==> config.mk <==
export PLATFORM = sky130hd
export DESIGN_NAME = wptr_full_ctrl
export DESIGN_NICKNAME = d
export VERILOG_FILES = /design/src/rtl/wptr_full_ctrl.sv
export SDC_FILE = /design/constraint.sdc
export NUM_CORES = 1
export LEC_CHECK = 0
export ABC_AREA = 1
export ABC_CLOCK_PERIOD_IN_PS = 5900
export CORE_MARGIN = 2
export CORE_UTILIZATION = 42
export DETAILED_ROUTE_END_ITERATION = 6
export DONT_BUFFER_PORTS = 1
export SYNTH_ARGS = -nofsm -noshare
export SYNTH_HDL_FRONTEND = slang
export SYNTH_SLANG_ARGS = --single-unit
==> constraint.sdc <==
create_clock -name wclk -period 5.9 [get_ports wclk]
set_input_delay 0.59 -clock wclk [delete_from_list [all_inputs] [get_ports wclk]]
set_output_delay 0.59 -clock wclk [all_outputs]
set_load 0.05 [all_outputs]
==> src/rtl/wptr_full_ctrl.sv <==
// -----------------------------------------------------------------------------
// wptr_full_ctrl
//
// Write-domain pointer and status controller for an asynchronous FIFO.
// Holds the binary and Gray write pointers, drives the memory write address,
// and registers full, programmable almost-full, the write-side fill level and
// an optional sticky overflow flag. Everything here lives in the wclk domain.
//
// Build option:
//   WPTR_OVERFLOW_FLAG_EN  defined   -> sticky wovf register with wovf_clr
//                          undefined -> wovf tied to 0, wovf_clr ignored
//
// Ports:
//   wclk           write clock
//   wrst_n         asynchronous active-low reset
//   winc           write request, accepted only while wfull = 0
//   wq2_rptr       Gray read pointer, already synchronised into wclk
//   wafull_thresh  almost-full threshold in words (quasi-static)
//   wovf_clr       clears the sticky overflow flag
//   waddr          memory write address (low bits of the binary pointer)
//   wptr           registered Gray write pointer, to the read-side synchroniser
//   wfull          registered full flag
//   wafull         registered almost-full flag (level >= wafull_thresh)
//   wlevel         registered write-side fill level, 0..2^ADDRSIZE
//   wovf           sticky overflow flag
// -----------------------------------------------------------------------------
module wptr_full_ctrl #(
    parameter int ADDRSIZE = 4
) (
    input  logic                wclk,
    input  logic                wrst_n,
    input  logic                winc,
    input  logic [ADDRSIZE:0]   wq2_rptr,
    input  logic [ADDRSIZE:0]   wafull_thresh,
    input  logic                wovf_clr,
    output logic [ADDRSIZE-1:0] waddr,
    output logic [ADDRSIZE:0]   wptr,
    output logic                wfull,
    output logic                wafull,
    output logic [ADDRSIZE:0]   wlevel,
    output logic                wovf
);

    // Gray to binary: each binary bit is the XOR of all Gray bits at or
    // above it, accumulated from the MSB down.
    function automatic logic [ADDRSIZE:0] gray2bin(input logic [ADDRSIZE:0] g);
        logic [ADDRSIZE:0] b;
        b[ADDRSIZE] = g[ADDRSIZE];
        for (int i = ADDRSIZE - 1; i >= 0; i--) begin
            b[i] = b[i+1] ^ g[i];
        end
        return b;
    endfunction

    logic [ADDRSIZE:0] wbin;
    logic [ADDRSIZE:0] wbinnext;
    logic [ADDRSIZE:0] wgraynext;
    logic [ADDRSIZE:0] rbin_s;
    logic [ADDRSIZE:0] levelnext;
    logic              wen;
    logic              wfull_val;
    logic              wafull_val;

    assign wen       = winc & ~wfull;
    assign wbinnext  = wbin + {{ADDRSIZE{1'b0}}, wen};
    assign wgraynext = (wbinnext >> 1) ^ wbinnext;
    assign rbin_s    = gray2bin(wq2_rptr);

    // Modular subtraction keeps the level correct across pointer wrap.
    assign levelnext = wbinnext - rbin_s;

    // Full when the next write pointer has lapped the read pointer exactly
    // once: in Gray code that is the read pointer with its top two bits
    // inverted. For legal pointers this coincides with levelnext == DEPTH.
    assign wfull_val  = (wgraynext == {~wq2_rptr[ADDRSIZE:ADDRSIZE-1],
                                        wq2_rptr[ADDRSIZE-2:0]});
    assign wafull_val = (levelnext >= wafull_thresh);

    assign waddr = wbin[ADDRSIZE-1:0];

    // Flags are computed from the post-write pointer, so they already include
    // the write accepted on this edge.
    always_ff @(posedge wclk or negedge wrst_n) begin
        if (!wrst_n) begin
            wbin   <= '0;
            wptr   <= '0;
            wfull  <= 1'b0;
            wafull <= 1'b0;
            wlevel <= '0;
        end else begin
            // NOTE: non-blocking assignments so every register samples the
            // pre-edge values; blocking here would chain updates in one cycle.
            wbin   <= wbinnext;
            wptr   <= wgraynext;
            wfull  <= wfull_val;
            wafull <= wafull_val;
            wlevel <= levelnext;
        end
    end

`ifdef WPTR_OVERFLOW_FLAG_EN
    // Set has priority over clear so an overflow coinciding with a clear
    // is never lost.
    always_ff @(posedge wclk or negedge wrst_n) begin
        if (!wrst_n) begin
            wovf <= 1'b0;
        end else if (winc && wfull) begin
            wovf <= 1'b1;
        end else if (wovf_clr) begin
            wovf <= 1'b0;
        end
    end
`else
    logic unused_wovf_clr;
    assign unused_wovf_clr = wovf_clr;
    assign wovf            = 1'b0;
`endif

endmodule

## Word-level counts from Yosys, hierarchy flattened

Index checks and enable logic that the tools add are counted.

- Flip-flop bits (word level): 17
- Input bits: 14
- Output and inout bits: 17
- Word-level logic and storage cells: 17

- Add/subtract/negate cells: 2
- Order comparisons: 1
- Equal/unequal tests: 1
- Bitwise gates (word level): 8

Operators by type and width:

| kind | number |
|---|---|
| $add 5x1->5 | 1 |
| $eq 5x5->1 | 1 |
| $ge 5x5->1 | 1 |
| $sub 5x5->5 | 1 |
| $xor 4x5->5 | 1 |
| $xor 1x1->1 | 4 |
| $not 2->2 | 1 |
| $and 1x1->1 | 1 |
| $not 1->1 | 1 |

## Depth between registers and ports, before layout

Gate-level depths: netlist (run 1).

- Depth after elaboration: 6
- Gate-level depth with buffers: 16
- Gate-level depth less buffers: 16

## Worst setup path after synthesis (run 1)

Ideal clock, no wire load.

- Path type: register to register
- Start: register wfull
- End: register wafull
- Library setup time: 0.146 ns
- Arrival: 2.826 ns
- Data required time: 5.754 ns
- Slack: 2.928 ns
- Stages on the path, launching flop included: 12
- Path buffers: 0
- Clock period less this slack: 2.972 ns
- Path through: dfrtp_1 nor2_1 ha_1 ha_1 inv_1 fa_1 o21ai_0 xor2_1 ha_1 a21oi_1 o21a_1 o311ai_0

- Cells in the longest elaborated chain, start to end: 5

Ends and longest elaborated chain:

| what | RTL line | source |
|---|---|---|
| start: declaration | 38 | `output logic wfull,` |
| start signal: assignment | 95 | `wfull <= wfull_val;` |
| $not 1->1 | 64 | `assign wen = winc & ~wfull;` |
| $and 1x1->1 | 64 |  |
| $add 5x1->5 | 65 | `assign wbinnext = wbin + {{ADDRSIZE{1'b0}}, wen};` |
| net wbinnext[1] | 56 | `logic [ADDRSIZE:0] wbinnext;` |
| $sub 5x5->5 | 70 | `assign levelnext = wbinnext - rbin_s;` |
| net levelnext[4] | 59 | `logic [ADDRSIZE:0] levelnext;` |
| $ge 5x5->1 | 77 | `assign wafull_val = (levelnext >= wafull_thresh);` |
| net wafull_val | 62 | `logic wafull_val;` |
| end signal: assignment | 96 | `wafull <= wafull_val;` |
| end: declaration | 39 | `output logic wafull,` |

The timed path passes the listed nets, and every way through them passes these cells.

## Worst setup path after layout (run 1)

Ends and elaborated chain as after synthesis.

==> results of run 1 <==
-- layout make-up --
| type | instances | area share |
|---|---|---|
| inverter | 22 | 0.0743 |
| clock buffer | 4 | 0.0327 |
| sequential | 16 | 0.360 |
| tap | 30 | 0.0338 |
| multi-input combinational | 90 | 0.490 |
| timing repair buffer | 1 | 0.00901 |
-- worst register-to-register path: cells and delay by family, from the launching register on --
kind	cells	cell delay [ns]
compound gates	3	0.68
xor+xnor	1	0.17
fa+ha+maj	4	1.22
buf+inv	1	0.07
flops	1	0.57
simple gates	4	0.51
-- registers in the layout, indices dropped and copies added, names as in the netlist --
| name | flops |
|---|---|
| wbin | 5 |
| wptr | 4 |
| wlevel | 5 |
| wfull | 1 |
| wafull | 1 |
-- cells in the final DEF, fill, tap and decap left out --
cell type	count
dlygate4sd3_1	1
clkbuf_8	1
inv_1	21
conb_1	1
inv_2	1
clkbuf_4	3
nand3_2	2
xnor2_1	2
nand2_1	38
o21a_1	1
fa_1	1
xor2_1	3
ha_1	11
nand4_1	5
dfrtp_1	16
o21ai_0	2
nor2_1	3
nand2b_1	1
nand3_1	10
o311ai_0	1
a21oi_1	4
nand2_2	5
-- cell families after synthesis --
kind of cell             share of synthesized area
AND/OR/NAND/NOR                              0.280
flip-flops                                   0.383
buffers and inverters                       0.0969
XOR/XNOR                                    0.0419
adder cells (fa/ha/maj)                      0.151
AO/OA/AOI/OAI                               0.0443
other                                      0.00359
-- through the flow --
stage	instances	instance area (µm²)	hold slack, ns	worst slack [ns]	util
3_3_place_gp	158	1060	0.295	2.56	0.442
3_5_place_dp	158	1060	0.295	2.54	0.442
6_report	163	1110	0.522	2.54	0.461
5_1_grt	163	1110	0.502	2.32	0.461
4_1_cts	163	1110	0.514	2.56	0.461
2_1_floorplan	130	1050	0.294	2.93	-
-- routing by layer --
metal  wire length [µm]  vias up  GRT usage
li1                   -      412          -
met1                936      371      0.189
met2                960       15      0.254
met3                 77        2     0.0250
met4                 20        0     0.0769
met5                  0        -          0
-- worst min path at each step --
stage                startpoint      end  slack [ns]  cells after the start
finish              wq2_rptr[2]    wfull        0.52                      2
floorplan                wrst_n   wafull        0.29                      0
detailed placement       wrst_n  wptr[3]        0.29                      0
global placement         wrst_n  wptr[3]        0.29                      0
CTS                 wq2_rptr[2]    wfull        0.51                      2
global route        wq2_rptr[2]    wfull        0.50                      2
==> run_results.csv, run 1 <==
group,metric,value,unit
sta,finClkSkew,0.00469,ns
clock_network,clockBufferDepth,2,
clock_network,cts.sinks,16,
synthesis,synth_cell_types,21,
sta,slew_violations,0,
cells_and_area,multiInputGateArea,544,µm²
setup_path,crit_path_start_kind,"flop",
floorplan,rows,18,
synthesis,synthTopCellsByArea,"dfrtp_1, nand2_1, ha_1",
cells_and_area,fill_cells,225,
grt,antenna_found_initial,0,
outcome,outcome,"completed",
synthesis,yosysMostFrequentCell,"nand2_1",
cells_and_area,drive_above_1_share,0.0902,
sta,fin_crit_sh,0.570,
clock_network,hold_buffers,1,
synthesis,ys_ff_latch,16,
synthesis,synthesis.instances,130,
worst_hold_path,hold_class,"in2reg",
sta,tightest_slew,0.792,ns
setup_path,end_kind,"flop",
setup_path,critPathMaxFanout,6,
setup_path,r2r_slack,2.54,ns
setup_path,crit_chain,"nor2_1 -> ha_1 -> ha_1 -> nand2_1 -> nand2_1 -> inv_1 -> ha_1 -> a21oi_1 -> o21ai_0 -> xor2_1 -> ha_1 -> nand2_1 -> o311ai_0",
setup_path,cp.depth,13,
setup_path,critical_path.most_common_cell,"ha_1",
floorplan,top_level_ports,31,
placement,port_buffers,0,
sta,hold_viol,0,
sta,slew_headroom,0.472,
drt,routed_wirelength,2.00,mm
drt,antenna_left,0,
drt,routed_via_density,4.91,
setup_path,crit_path_end,"wafull",
synthesis,synth_top_area_frac,0.383,
grt,grt_max_degree,17,
synthesis,ys_seq_area_frac,0.383,
sta,setup_violations,0,
synthesis,yosys.area.top_type,"dfrtp_1",
sta,rsz0062_at_grt,"false",
clock_network,htree_num_levels,1,
setup_path,slowest_delay,0.57,ns
setup_path,startpoint,"wfull",
drt,detail_route.first_pass.iterations,5,
synthesis,synth.top_cells.by_count,"nand2_1, inv_1, dfrtp_1",
clock_network,cts_resized,0,
drt,drt-initial-drc-count,12,
synthesis,synth_edf_count,0,
run,max_cap_violations,0,
setup_path,worstSetupPathType,"reg2reg",
synthesis,syn-cell-area,1050,µm²
floorplan,initial_core_util,0.434,
cells_and_area,ff_latch_area,400,µm²
grt,grt_pass1_wl,3.05,mm
setup_path,critPathSlowestCell,"dfrtp_1",
setup_path,timing.rr.end,"wafull",
synthesis,ys.flop_type,"dfrtp_1",
setup_path,r2r_cells,13,
floorplan,coreArea,2410,µm²
floorplan,die_area,2910,µm²
placement,gp_congestion,0.806,
setup_path,r2r_start,"wfull",
synthesis,syn_area_per_cell,8.05,µm²
grt,groute.usage.overall,0.152,
clock_network,path_clk_slew,0.09,ns
sta,fmax,297,MHz
sta,fin_crit,3.36,ns
clock_network,postCtsSetupBuffers,0,
drt,wl_per_cell,12.2,µm
grt,first_global_vias,732,
grt,grt.overflow.total,0,
clock_network,cts_tree,"built",
clock_network,cts-buffers-inserted,3,
cells_and_area,area_growth,6.22,%
setup_path,arrival,3.50,ns
clock_network,clock_latency,0.28,ns
floorplan,die_x,53.9,µm
clock_network,clockRootBuffer,"clkbuf_4",
synthesis,syn_nets,156,
sta,tns,0,ns
drt,drc,0,
cells_and_area,diodes,0,
setup_path,crit_family,"adder cells",
setup_path,worst-path-buf-inv,1,
synthesis,ys_warn_count,0,
drt,vias,800,
cells_and_area,num-nets-final,160,
floorplan,die_h,53.9,µm
setup_path,cp.required,6.04,ns
synthesis,async_reset_ff_frac,1.00,
placement,hpwl,1.63,mm
Power of run 1 is not shown: default switching activity piles up to over one toggle a cycle in this logic, so the estimate is an artifact.
==> run 2: changes to the inputs <==
Settings changed: ABC_CLOCK_PERIOD_IN_PS 5900 to 3000.
Clock period 5.9 ns to 3 ns, I/O delays scaled along.
==> run 2 against run 1 <==
Effect of this change: sequential cell count did not move; hold slack worse by 0.28 ns; core utilization increased by 3.0 points; setup slack worse by 2.3 ns; global-route usage is 0.29 points higher; die area is the same; routed wire length is 0.55% lower; via count increased by 2.3%; non-clock buffer count is 9 higher; design area increased by 6.4%.
==> run_results.csv, run 2 (synthesis gave the netlist of run 1 again) <==
group,metric,value,unit
setup_path,end_kind,"flop",
grt,grt_max_degree,17,
grt,grt_pass1_wl,3.16,mm
setup_path,worstSetupPathType,"reg2reg",
sta,tightest_slew,0.687,ns
cells_and_area,reg.largest.list,"wbin: 5 flops, wlevel: 5 flops, wptr: 4 flops",
drt,routed_wirelength,1.98,mm
floorplan,rows,18,
cells_and_area,num-nets-final,169,
grt,first_global_vias,734,
placement,port_buffers,0,
setup_path,worst-path-buf-inv,1,
sta,setup_violations,0,
setup_path,arrival,2.87,ns
run,max_cap_violations,0,
placement,hpwl,1.64,mm
setup_path,r2r_cells,14,
clock_network,clockRootBuffer,"clkbuf_4",
setup_path,crit_family,"adder cells",
cells_and_area,multiInputGateArea,562,µm²
sta,tns,0,ns
floorplan,initial_core_util,0.434,
placement,pre_cts_ws,0.0371,ns
setup_path,crit_chain,"nor2_1 -> ha_2 -> ha_2 -> nand2_1 -> nand2_1 -> inv_1 -> ha_4 -> nand2_1 -> o21ai_1 -> xor2_1 -> ha_1 -> a21oi_1 -> o21a_1 -> o311ai_1",
clock_network,clock_latency,0.28,ns
grt,groute.usage.overall,0.155,
drt,drt-initial-drc-count,10,
sta,fin_crit,2.72,ns
sta,slew_violations,0,
cells_and_area,diodes,0,
floorplan,top_level_ports,31,
sta,slew_headroom,0.540,
sta,rsz0062_at_grt,"false",
drt,routed_via_density,4.78,
placement,placed_cells,167,
setup_path,cp.required,3.15,ns
cells_and_area,final_cell_count_no_fill,171,
sta,fin_crit_sh,0.907,
setup_path,critPathSlowestCell,"dfrtp_1",
setup_path,slowest_delay,0.38,ns
sta,hold_viol,0,
floorplan,die_area,2910,µm²
sta,setup_slack,0.280,ns
clock_network,cts-buffers-inserted,3,
setup_path,critical_path.most_common_cell,"nand2_1",
clock_network,cts.sinks,16,
cells_and_area,fill_cells,243,
setup_path,cp.depth,14,
cells_and_area,final_common_cell,"nand2_1",
cells_and_area,ff_latch_area,400,µm²
worst_hold_path,min_path_cells,2,
drt,detail_route.first_pass.iterations,4,
clock_network,clockBufferDepth,2,
clock_network,htree_num_levels,1,
clock_network,path_clk_slew,0.08,ns
sta,fmax,368,MHz
floorplan,die_h,53.9,µm
drt,wl_per_cell,11.6,µm
cells_and_area,area_growth,13.0,%
setup_path,crit_path_start_kind,"flop",
grt,grt.overflow.total,0,
setup_path,critPathMaxFanout,4,
cells_and_area,drive_above_1_share,0.163,
outcome,outcome,"completed",
floorplan,die_x,53.9,µm
sta,finClkSkew,0.00533,ns
clock_network,postCtsSetupBuffers,0,
cells_and_area,final_cell_mix,"nand2_1, inv_1, dfrtp_1",
worst_hold_path,hold_class,"in2reg",
drt,drc,0,
grt,antenna_found_initial,0,
clock_network,cts_tree,"built",
drt,vias,818,
placement,gp_congestion,0.821,
drt,antenna_left,0,
floorplan,coreArea,2410,µm²
==> run 2: changes by cell type in the layout (fill, tap and decap cells not counted), sizes merged <==
cell / delta
clkbuf: -1
buf: +9
==> run 2: per-stage QoR <==
step,cell area (µm²),hold WS [ns],util
2_1_floorplan,1050,0.00441,-
3_3_place_gp,1130,0.00471,0.470
3_5_place_dp,1130,0.00461,0.470
4_1_cts,1160,0.237,0.483
5_1_grt,1180,0.239,0.491
6_report,1180,0.240,0.491
==> run 2: per-layer routing <==
layer	part of all wire	vias up	global-route usage
met5	0	-	0
met4	0.021	0	0.0769
met3	0.036	5	0.0250
met2	0.48	16	0.246
met1	0.46	361	0.204
li1	-	436	-
==> run 2: area by class of cell <==
class / count / area share
Clock buffer: 3 / 0.0190
Inverter: 22 / 0.0698
Multi-Input combinational cell: 90 / 0.475
Sequential cell: 16 / 0.339
Tap cell: 30 / 0.0317
Timing Repair Buffer: 10 / 0.0656
==> run 2: repair_timing <==
item,CTS,global route
gates resized for setup,0,6
endpoints found under the setup margin,0,1
endpoints found under the hold margin,16,0
hold buffers,1,0
==> run 2: final timing paths <==
kind,start,endpoint,slack (ns)
min in group asynchronous,wrst_n,wptr[2],0.49
worst min register to register,wbin[0],wbin[0],0.59
worst max-delay path,wfull,wafull,0.28
worst min-delay path,wq2_rptr[2],wfull,0.24
max in group asynchronous,wrst_n,wafull,2.07
worst max register to register,wfull,wafull,0.28
Power of run 2 is left out for the same reason.
